--- config.mk ---
export PLATFORM = sky130hd
export DESIGN_NAME = controle_exibicao_sequencia
export DESIGN_NICKNAME = d
export VERILOG_FILES = /design/src/rtl/controle_exibicao_sequencia.sv
export SDC_FILE = /design/constraint.sdc
export NUM_CORES = 1
export LEC_CHECK = 0
export BUFFER_PORTS_ARGS = -buffer_cell sky130_fd_sc_hd__clkbuf_2
export CORE_MARGIN = 2
export CORE_UTILIZATION = 34
export CTS_BUF_LIST = sky130_fd_sc_hd__clkbuf_16
export CTS_CLUSTER_DIAMETER = 40
export DETAILED_ROUTE_END_ITERATION = 16
export GPL_TIMING_DRIVEN = 0
export PLACE_DENSITY_LB_ADDON = 0.08
export SLEW_MARGIN = 20
export SYNTH_ARGS = -nofsm -noshare
export SYNTH_HDL_FRONTEND = slang
export SYNTH_SLANG_ARGS = --single-unit
--- constraint.sdc ---
create_clock -name clock -period 2.3 [get_ports clock]
set_input_delay 0.115 -clock clock [delete_from_list [all_inputs] [get_ports clock]]
set_output_delay 0.115 -clock clock [all_outputs]
set_load 0.05 [all_outputs]
--- src/rtl/controle_exibicao_sequencia.sv ---
// Plays the stored colour sequence on the LEDs before each round:
// each entry is lit for T_ON cycles, then blanked for T_OFF cycles.
module controle_exibicao_sequencia #(
    parameter int ADDR_W        = 4,
    parameter int DATA_W        = 4,
    parameter int T_ON_FACIL    = 50,
    parameter int T_OFF_FACIL   = 25,
    parameter int T_ON_DIFICIL  = 20,
    parameter int T_OFF_DIFICIL = 10
) (
    input  logic              clock,
    input  logic              reset,
    input  logic              iniciar,
    input  logic              cancelar,
    input  logic              dificuldade,
    input  logic [ADDR_W-1:0] nivel,
    input  logic [DATA_W-1:0] dado_memoria,
    output logic [ADDR_W-1:0] endereco,
    output logic [DATA_W-1:0] leds,
    output logic              liga_led,
    output logic              ocupado,
    output logic              pronto,
    output logic [3:0]        db_estado
);

    localparam int T_MAX_F = (T_ON_FACIL > T_OFF_FACIL) ? T_ON_FACIL : T_OFF_FACIL;
    localparam int T_MAX_D = (T_ON_DIFICIL > T_OFF_DIFICIL) ? T_ON_DIFICIL : T_OFF_DIFICIL;
    localparam int T_MAX   = (T_MAX_F > T_MAX_D) ? T_MAX_F : T_MAX_D;
    localparam int TW      = (T_MAX > 1) ? $clog2(T_MAX) : 1;

    localparam logic [TW-1:0] ON_F_M1  = TW'(T_ON_FACIL - 1);
    localparam logic [TW-1:0] OFF_F_M1 = TW'(T_OFF_FACIL - 1);
    localparam logic [TW-1:0] ON_D_M1  = TW'(T_ON_DIFICIL - 1);
    localparam logic [TW-1:0] OFF_D_M1 = TW'(T_OFF_DIFICIL - 1);

    typedef enum logic [2:0] {
        OCIOSO  = 3'd0,
        CARREGA = 3'd1,
        ACESO   = 3'd2,
        APAGADO = 3'd3,
        FIM     = 3'd4
    } estado_t;

    estado_t           estado_q, estado_d;
    logic [ADDR_W-1:0] endereco_q, endereco_d;
    logic [DATA_W-1:0] leds_q, leds_d;
    logic [TW-1:0]     timer_q, timer_d;
    logic [ADDR_W-1:0] nivel_q, nivel_d;
    logic              dif_q, dif_d;
    logic              liga_q, liga_d;
    logic              ocupado_q, ocupado_d;
    logic              pronto_q, pronto_d;
    logic [TW-1:0]     t_on_m1, t_off_m1;

    // Durations come from the latched mode so mid-run changes are ignored.
    assign t_on_m1  = dif_q ? ON_D_M1 : ON_F_M1;
    assign t_off_m1 = dif_q ? OFF_D_M1 : OFF_F_M1;

    always_comb begin
        estado_d   = estado_q;
        endereco_d = endereco_q;
        leds_d     = leds_q;
        timer_d    = timer_q;
        nivel_d    = nivel_q;
        dif_d      = dif_q;
        if (cancelar) begin
            estado_d = OCIOSO;
            leds_d   = '0;
            timer_d  = '0;
        end else begin
            unique case (estado_q)
                OCIOSO: begin
                    if (iniciar) begin
                        nivel_d    = nivel;
                        dif_d      = dificuldade;
                        endereco_d = '0;
                        estado_d   = CARREGA;
                    end
                end
                CARREGA: begin
                    leds_d   = dado_memoria;
                    timer_d  = '0;
                    estado_d = ACESO;
                end
                ACESO: begin
                    if (timer_q == t_on_m1) begin
                        timer_d  = '0;
                        leds_d   = '0;
                        estado_d = APAGADO;
                    end else begin
                        timer_d = timer_q + 1'b1;
                    end
                end
                APAGADO: begin
                    if (timer_q == t_off_m1) begin
                        timer_d = '0;
                        if (endereco_q == nivel_q) begin
                            estado_d = FIM;
                        end else begin
                            endereco_d = endereco_q + 1'b1;
                            estado_d   = CARREGA;
                        end
                    end else begin
                        timer_d = timer_q + 1'b1;
                    end
                end
                FIM: begin
                    estado_d = OCIOSO;
                end
                default: begin
                    estado_d = OCIOSO;
                    leds_d   = '0;
                    timer_d  = '0;
                end
            endcase
        end
        liga_d    = (estado_d == ACESO);
        ocupado_d = (estado_d != OCIOSO);
        pronto_d  = (estado_d == FIM);
    end

    always_ff @(posedge clock or negedge reset) begin
        if (!reset) begin
            estado_q   <= OCIOSO;
            endereco_q <= '0;
            leds_q     <= '0;
            timer_q    <= '0;
            nivel_q    <= '0;
            dif_q      <= 1'b0;
            liga_q     <= 1'b0;
            ocupado_q  <= 1'b0;
            pronto_q   <= 1'b0;
        end else begin
            estado_q   <= estado_d;
            endereco_q <= endereco_d;
            leds_q     <= leds_d;
            timer_q    <= timer_d;
            nivel_q    <= nivel_d;
            dif_q      <= dif_d;
            liga_q     <= liga_d;
            ocupado_q  <= ocupado_d;
            pronto_q   <= pronto_d;
        end
    end

    assign endereco  = endereco_q;
    assign leds      = leds_q;
    assign liga_led  = liga_q;
    assign ocupado   = ocupado_q;
    assign pronto    = pronto_q;
    assign db_estado = {1'b0, estado_q};

endmodule
==> results by group, run 1 <==
Setup path
  • Worst path arrival time: 2170 ps
  • Startpoint types: flip-flop
  • Crit Path Class: reg2reg
  • Critical Path Sink Type: flip-flop
  • R2R Setup Slk: around 320 ps
  • CP required: 2490 ps
  • Largest fanout on the critical path: 8

STA
  • Max Clk Rate: 0.506 GHz
  • Count of final setup violators: 0
  • Final period utilization: about 86%
  • Slew Limit Headroom: 43.0%
  • RSZ-0062 raised after global routing: no
  • Max Slew Vio Count: 0
  • Setup TNS: 0 ps
  • Worst-margin pin slew: around 850 ps
  • Fin. Hold Viols: 0
  • Skew final: 2.24 ps
  • Final min period: just under 2000 ps

Yosys
  • Flops & latches, synth: 25
  • Synth warn: 0
  • Post-synthesis simple-gate area fraction: 27.2%
  • Largest family of logic cells by synthesized area: simple AND/OR/NAND/NOR gates
  • Post-synth top area share: 48.6%
  • Post-Synth Adder-Cell Area: 1.95%
  • Seq/Total Area, Yosys: 48.6%
  • Synthesized cell area: 1290 um^2
  • Avg Cell Area, Syn: 9.82 um^2
  • Mapped Nets: 146
  • Synth Area in Compound Gates: 15.1%
  • Post-synth EDFFs: 0
  • Synth area leader: dfrtp_1
  • Cells after synthesis: between 100 and 150
  • XOR/XNOR Fraction of Synth Area: 4.09%
  • Post-synth top flop: dfrtp_1
  • Ranking of synthesized cells by area: dfrtp_1 49%, nand2_1 7.3%, a22o_1 3.4%, xor2_1 3.4%, nor3_1 2.7%
  • Synth cell types: 42
  • Synth cell count leaders: 25 x dfrtp_1, 25 x nand2_1, 7 x nor2_1, 7 x nor3_1
  • Post-synth ARST share: 100%
  • Mux share of post-synthesis cell area: 0%

Cells and area
  • N_diodes: 0
  • Final instance area: between 1500 and 2000 um^2
  • Multi-input gate area: 626 um^2
  • Share of cells above drive strength 1: 26.5%
  • Sequential cell area: 626 um^2
  • Number of fill cells: between 300 and 400
  • Nets: 178
  • Area growth, synth to finish: 21.7%

Floorplanning
  • Starting density of the core: between 30% and 40%
  • Area of the die: around 4300 um^2
  • Die Y: 65.5 um
  • FP Rows: 22
  • Die Wd: 65.5 um
  • Core area: about 3700 um^2
  • Io pins: 28

Power and ir drop
  • Power per cell area: 660 nW/um^2
  • Pwr Total: 1030 uW
  • VDD IR-drop max: 226 uV
  • Leak: ~0.00078 uW

Clock tree
  • Clock net sink count: 25
  • CTS buffer count: 3
  • Maximum clock path buffer count: 2
  • Worst-path clk slew: 60 ps
  • PostCTS Resize Cnt: 0
  • H-Tree Level Count: 1
  • Root buf cell: clkbuf_16
  • Worst-Skew Late Latency: 260 ps
  • Setup Fix Bufs, Post-CTS: 0
  • CTS tree: yes

Placed design
  • Placed Area: ~1500 um^2
  • I/O Buffers: 26
  • Final HPWL DP: slightly below 2000 um
  • Final GP Congestion: 0.775

Run
  • Max-cap violations: 0

GRT
  • Initial antenna violation count: 0
  • Overall routing resource usage: 14.1%
  • First-pass GRT wire length: about 4700 um
  • Vias in the first global route: 1026
  • Gr ovfl total: 0
  • Largest net degree at the start of global routing: 26

Routing
  • Vias post-DR: approximately 1100
  • Avg WL per Cell: between 10 and 15 um
  • Initial DRC count: 32
  • Vias/cell: 5.01
  • Drt pass-1 iters: 5
  • WL final: about 2700 um
  • DRC errors left: 0
  • Final ANT Viol Nets: 0

Run status
  • Status: complete, no violations

Min path
  • Hold WC Path Type: in2reg
## placed cells by master, fill, tap and decap left out, types with 2 or more instances in the layout
| cell type | netlist | layout |
|---|---|---|
| clkbuf_16 | 0 | 3 |
| nor3b_1 | 2 | 2 |
| inv_1 | 3 | 4 |
| nand2_1 | 25 | 25 |
| a22o_1 | 5 | 5 |
| nand4_1 | 2 | 2 |
| ha_1 | 2 | 2 |
| xor2_1 | 5 | 5 |
| o211ai_1 | 2 | 2 |
| clkbuf_2 | 0 | 26 |
| nor2_1 | 7 | 7 |
| a31oi_1 | 2 | 2 |
| clkbuf_1 | 3 | 3 |
| nand3_1 | 4 | 4 |
| dfrtp_1 | 25 | 25 |
| or4_1 | 2 | 2 |
| nand3b_1 | 2 | 2 |
| o21ai_0 | 5 | 5 |
| a211o_1 | 2 | 2 |
| nor3_1 | 7 | 7 |
| a21oi_1 | 2 | 2 |
| or2_2 | 2 | 2 |
## area by class of cell
class | count | share of cell area [%]
plain buffers | 5 | 1.52
clock buffers | 3 | 4.80
clock inverters | 1 | 0.240
inverters | 3 | 0.719
multi-input cells | 98 | 40.0
flip-flops and latches | 25 | 40.0
well taps | 48 | 3.84
repair buffers | 27 | 8.95
## kinds of logic (layout without fill, tap and decap cells)
logic type | after synthesis | in the layout
buffers and inverters | 8 | 39
AND/OR/NAND/NOR | 64 | 64
adder cells (fa/ha/maj) | 2 | 2
XOR/XNOR | 6 | 6
other | 1 | 1
flip-flops | 25 | 25
AO/OA/AOI/OAI | 25 | 25
## power by group
group / total [uW] / internal, uW / switching (uW) / leakage (uW)
Sequential: 491 / 469 / 21.7 / 0.000337
Clock: 381 / 232 / 149 / 0.0000423
Combinational: 162 / 54.3 / 108 / 0.000396
## registers in the layout, indices dropped and copies added, names as in the netlist
| name | count |
|---|---|
| dif_q | 1 |
| endereco | 4 |
| estado_q | 3 |
| leds | 4 |
| liga_led | 1 |
| nivel_q | 4 |
| ocupado | 1 |
| pronto | 1 |
| timer_q | 6 |
## critical path, stage by stage (launching register included)
cell      delay [ps]
dfrtp_1          370
buf_2            170
or3b_2           500
a21oi_1          190
nand4_1          150
or4_1            430
nand3b_1         100
## through the flow
stage | util, % | hold WS, ps | setup slack [ps] | std cells
after floorplan | - | -181 | 223 | 131
after global placement | 40.3 | 164 | 376 | 205
after detailed placement | 40.3 | 176 | 367 | 205
after CTS | 42.8 | 44.1 | 356 | 210
after global routing | 42.8 | 62.5 | 244 | 210
final | 42.8 | 44.3 | 324 | 210
## final timing paths
check / start / end / cells past startpoint
max: estado_q[0] / endereco[3] / 6
min: dificuldade / dif_q / 3
max reg2reg: estado_q[0] / endereco[3] / 6
min reg2reg: nivel_q[1] / nivel_q[1] / 2
max in group asynchronous: reset / leds[3] / 2
min in group asynchronous: reset / estado_q[2] / 2
## routing by layer
metal	global-route usage [%]	vias to the layer above	routed length (um)	share of wire, %
li1	-	526	-	-
met1	19.2	495	1310	48
met2	22.4	27	1250	46
met3	3.08	4	117	4.3
met4	4.43	0	34	1.3
met5	0	-	0	0
## timing repair
item / CTS / global route
hold endpoints to repair: 25 / 0
setup endpoints to repair: 0 / 0
hold buffers: 1 / 0
Note: power is estimated with default switching activity, not from simulation.
==> run 2, diff against run 1 <==
--- a/config.mk
+++ b/config.mk
@@ -7,7 +7,7 @@
 export LEC_CHECK = 0
 export BUFFER_PORTS_ARGS = -buffer_cell sky130_fd_sc_hd__clkbuf_2
 export CORE_MARGIN = 2
-export CORE_UTILIZATION = 34
+export CORE_UTILIZATION = 35
 export CTS_BUF_LIST = sky130_fd_sc_hd__clkbuf_16
 export CTS_CLUSTER_DIAMETER = 40
 export DETAILED_ROUTE_END_ITERATION = 16
==> run 2 against run 1 <==
  * Non-clock buffer count unchanged
  * Critical path depth decreased by 1
  * Register-to-register slack better by 30 ps
  * Via count shrank 1.1%
  * Core utilization up 0.69 points
  * Sequential share of layout area about the same
  * Total power grew 0.18%
  * Sequential power barely moved
  * Critical path type unchanged
  * Combinational power hardly changed
  * Design area about the same
  * Hold slack improved by 4.1 ps
  * Clock skew about the same
==> results by group, run 2 (synthesis results as in run 1) <==
Run status
  • Status: complete, no violations

Floorplanning
  • Die Wd: between 60 and 70 um
  • Core area: ~3600 um^2
  • FP Rows: 22
  • Io pins: 28
  • Starting density of the core: around 36%
  • Die Y: 64.6 um
  • Area of the die: 4180 um^2

Setup path
  • Worst path arrival time: 2090 ps
  • Crit Path Class: reg2reg
  • CP bufs+invs: 0
  • Startpoint types: flip-flop
  • Reg-to-Reg Start: timer_q[2]
  • Max incr delay on CP: slightly below 600 ps
  • Largest fanout on the critical path: 8
  • Critical Path Source: timer_q[2]
  • Critical Path Sink Type: flip-flop
  • Cell family with most CP delay: simple AND/OR/NAND/NOR gates
  • CP Cell Sequence: or4b_4 > a211o_1 > nand4_2 > nor3_1 > a211o_2
  • CP required: 2450 ps
  • Slowest CP cell: or4b_4

Routing
  • DRC errors left: 0
  • WL final: 2610 um
  • Final ANT Viol Nets: 0
  • Vias/cell: 4.95
  • Vias post-DR: 1040
  • Avg WL per Cell: roughly 12 um
  • Initial DRC count: between 40 and 50
  • Drt pass-1 iters: 4

GRT
  • Vias in the first global route: 1001
  • First-pass GRT wire length: approximately 4500 um
  • Largest net degree at the start of global routing: 26
  • Initial antenna violation count: 0
  • Overall routing resource usage: roughly 14%
  • Gr ovfl total: 0

Clock tree
  • Maximum clock path buffer count: 2
  • CTS buffer count: 3
  • Worst-path clk slew: roughly 60 ps
  • Setup Fix Bufs, Post-CTS: 0
  • PostCTS Resize Cnt: 0
  • CTS Hold Bufs: 1
  • CTS tree: yes
  • H-Tree Level Count: 1
  • Clock net sink count: 25
  • Root buf cell: clkbuf_16
  • Worst-Skew Late Latency: 250 ps

Power and ir drop
  • VDD IR-drop max: roughly 240 uV
  • Pwr Total: 1040 uW
  • Leak: 0.000774 uW
  • Power per cell area: about 660 nW/um^2

Cells and area
  • Area growth, synth to finish: 21.8%
  • Cell Count, Final, Fillers Out: 210
  • Top reg by flops: timer_q
  • Final core area utilization: 43.4%
  • Most frequent cells in the layout: 26 x clkbuf_2, 25 x nand2_1, 25 x dfrtp_1
  • Max FFs per register: 6
  • N_diodes: 0
  • Nets: 178
  • Commonest non-fill, non-tap cell in the layout: clkbuf_2
  • Share of cells above drive strength 1: between 20% and 30%

Placed design
  • Placed cell count: roughly 210
  • Pre-CTS setup slack: 371 ps
  • I/O Buffers: 26
  • Final HPWL DP: 1950 um
  • Final GP Congestion: 0.761

STA
  • Fin. Hold Viols: 0
  • Final period utilization: between 80 and 90%
  • Slew Limit Headroom: 46.7%
  • Max Slew Vio Count: 0
  • Max Clk Rate: 0.515 GHz
  • Setup TNS: 0 ps
  • Final min period: 1940 ps
  • PnR worst setup slack: 358 ps
  • Skew final: between 2 and 2.5 ps
  • RSZ-0062 raised after global routing: no
  • Worst-margin pin slew: 793 ps
  • Count of final setup violators: 0

Min path
  • Hold WC Path Type: in2reg
  • Hold Startpoint: nivel[1]

Run
  • Max-cap violations: 0
==> run 2: cell types whose count changed in the layout (fill, tap and decap cells not counted), sizes merged <==
cell / previous run / this run
inv: 4 / 3
clkinv: 0 / 1
==> run 2: layout make-up <==
type / instances / area (um^2)
tap: 48 / 60.1
sequential: 25 / 626
clock buffer: 3 / 75.1
fill: 361 / 2040
clock inverter: 1 / 5.00
buffer: 5 / 23.8
multi-input combinational: 98 / 626
inverter: 3 / 11.3
timing repair buffer: 27 / 140
==> run 2: per-layer routing <==
metal / global-route usage (%) / wire length [um] / vias to the layer above
met5: 0 / 0 / -
met4: 3.99 / 20 / 0
met3: 1.74 / 74 / 2
met2: 22.5 / 1180 / 16
met1: 18.7 / 1340 / 494
li1: - / - / 528
==> run 2: worst paths after layout <==
check	end	slack [ps]	cells past startpoint
setup / recovery	timer_q[3]	360	5
hold / removal	nivel_q[1]	50	3
setup reg to reg	timer_q[3]	360	5
hold reg to reg	nivel_q[2]	500	2
max in group asynchronous	dif_q	1490	2
min in group asynchronous	endereco[1]	400	2
==> run 2: where the power goes <==
group,leakage [uW],total (uW),switching (uW),internal (uW)
registers,0.000337,490,21.6,469
clock network,0.0000409,385,151,234
logic,0.000396,160,106,54.3
total,0.000774,1040,279,757
==> run 2: per-stage QoR <==
stage | cell area [um^2] | hold WS, ps
final | 1570 | 48.4
after global routing | 1570 | 62.3
after CTS | 1570 | 50.4
after detailed placement | 1480 | 169
after global placement | 1480 | 162
after floorplan | 1290 | -181
==> run 2: worst register-to-register path, cell delays in order (launching register included) <==
cell and delay [ps]:
dfrtp_1 430, or4b_4 580, a211o_1 270, nand4_2 180
nor3_1 80, a211o_2 300
==> run 3, diff against run 2 <==
==> constraint.sdc (replaced) <==
create_clock -name clock -period 1.7 [get_ports clock]
set_input_delay 0.085 -clock clock [delete_from_list [all_inputs] [get_ports clock]]
set_output_delay 0.085 -clock clock [all_outputs]
set_load 0.05 [all_outputs]
==> run 3 against run 2 <==
  * The run now ends with negative setup slack left
  * Die area stayed put
  * Hold slack worse by 30 ps
  * Clock power is 36% higher
  * Core utilization is 4.3 points higher
  * Critical path type unchanged
  * Count of clock-buffer cells in the layout stayed put
  * Worst setup slack worse by 480 ps
  * Critical endpoint unchanged
  * Clock skew is 0.54 ps higher
  * Total power is 38% higher
  * Critical path depth stayed put
  * Flip-flop and latch count stayed put
  * Sequential share of layout area is 3.2 points lower
  * Largest power group unchanged
==> results by group, run 3 (synthesis results as in run 1) <==
STA
  • RSZ-0062 raised after global routing: yes
  • Fin. Hold Viols: 0
  • Slew Limit Headroom: between 50% and 60%
  • Worst-margin pin slew: 632 ps
  • Final period utilization: 107%
  • Max Slew Vio Count: 0
  • Skew final: 2.98 ps
  • Final min period: 1830 ps
  • Count of final setup violators: 12
  • PnR worst setup slack: -127 ps
  • Max Clk Rate: roughly 0.55 GHz

GRT
  • Initial antenna violation count: 0
  • First-pass GRT wire length: 5000 um
  • Largest net degree at the start of global routing: 26
  • Gr ovfl total: 0
  • Overall routing resource usage: ~15%
  • Vias in the first global route: between 1000 and 1500

Clock tree
  • H-Tree Level Count: 1
  • CTS buffer count: 3
  • Clock net sink count: 25
  • Worst-Skew Late Latency: 250 ps
  • Root buf cell: clkbuf_16
  • Maximum clock path buffer count: 2
  • CTS tree: yes
  • Worst-path clk slew: ~60 ps

Cells and area
  • Final instance area: approximately 1700 um^2
  • Max FFs per register: 6
  • Nets: 187
  • Top reg by flops: timer_q
  • Area growth, synth to finish: 33.9%
  • Most frequent cells in the layout: 27 x clkbuf_2, 25 x nand2_1, 19 x dfrtp_1
  • Number of fill cells: 364
  • N_diodes: 0
  • Final core area utilization: approximately 48%
  • Commonest non-fill, non-tap cell in the layout: clkbuf_2
  • Share of cells above drive strength 1: 41.5%

Routing
  • Drt pass-1 iters: 4
  • Vias/cell: around 5.0
  • Avg WL per Cell: 13.1 um
  • Initial DRC count: 29
  • WL final: 2880 um
  • DRC errors left: 0
  • Final ANT Viol Nets: 0
  • Vias post-DR: 1090

Setup path
  • CP required: 1850 ps
  • Critical Path Sink Type: flip-flop
  • Worst path arrival time: 1970 ps
  • FF-to-FF path depth: 5
  • Largest fanout on the critical path: 6
  • Startpoint types: flip-flop
  • Reg-to-Reg Start: timer_q[5]
  • Critical Path Source: timer_q[5]
  • Crit Path Class: reg2reg

Placed design
  • Placed Area: 1510 um^2
  • I/O Buffers: 26
  • Final HPWL DP: ~2000 um
  • Final GP Congestion: 0.722

Floorplanning
  • Die Y: 64.6 um
  • Core area: roughly 3600 um^2
  • FP Rows: 22
  • Die Wd: around 65 um
  • Starting density of the core: 35.7%
  • Area of the die: 4180 um^2
  • Io pins: 28

Run
  • Max-cap violations: 0

Power and ir drop
  • Power per cell area: 831 nW/um^2
  • Leak: about 0.00082 uW
  • Pwr Total: 1430 uW
  • VDD IR-drop max: 429 uV

Run status
  • Violated checks: negative setup slack
  • Status: finished, violations left

Min path
  • Hold WC Path Type: in2reg
  • Hold path depth: 3
  • Hold Startpoint: nivel[2]
run 3: worst max-delay path, cell delays in order, from the launching register on:
cell,delay [ps]
dfrtp_1,380
or4b_4,560
a211o_1,290
nand4_4,150
nor2_1,50
a211o_2,290
run 3: worst paths after layout:
check,slack [ps],end
worst max-delay path,-130,timer_q[3]
worst min register to register,500,nivel_q[2]
min in group asynchronous,390,ocupado
worst max register to register,-130,timer_q[3]
max in group asynchronous,870,estado_q[1]
worst min-delay path,20,nivel_q[2]
run 3: where the power goes:
part	total [uW]	switching [uW]	internal (uW)
Combinational	245	156	88.8
Clock	522	205	317
Sequential	665	30.0	635
run 3: what timing repair did:
item                       CTS  global route
pin swaps                    7            14
hold endpoints to repair    25             0
setup endpoints to repair   12            20
hold buffers                 1             0
setup buffers                7             4
gates resized for setup      6             7
run 3: layout make-up:
type / instances / area, um^2 / area share (%)
well taps: 48 / 60.1 / 3.49
inverters: 3 / 11.3 / 0.654
clock inverters: 1 / 5.00 / 0.290
plain buffers: 3 / 16.3 / 0.944
multi-input cells: 98 / 696 / 40.4
clock buffers: 3 / 75.1 / 4.36
flip-flops and latches: 25 / 633 / 36.7
repair buffers: 38 / 226 / 13.1
run 3: per-layer routing:
metal	part of all wire, %	vias to the layer above	GRT usage (%)
met1	50	525	21.7
met2	46	16	24.7
met5	0	-	0
li1	-	547	-
met4	0.69	0	3.99
met3	3.2	2	1.56
run 3: through the flow:
step                      cells  setup TNS, ps  setup WS (ps)  hold slack, ps
final                       219           -880           -127            18.4
after CTS                   217           -818           -190            20.7
after floorplan             131           -461           -146            -211
after global routing        219          -1850           -196            31.8
after global placement      205          -1430           -201             133
after detailed placement    205          -1560           -209             139
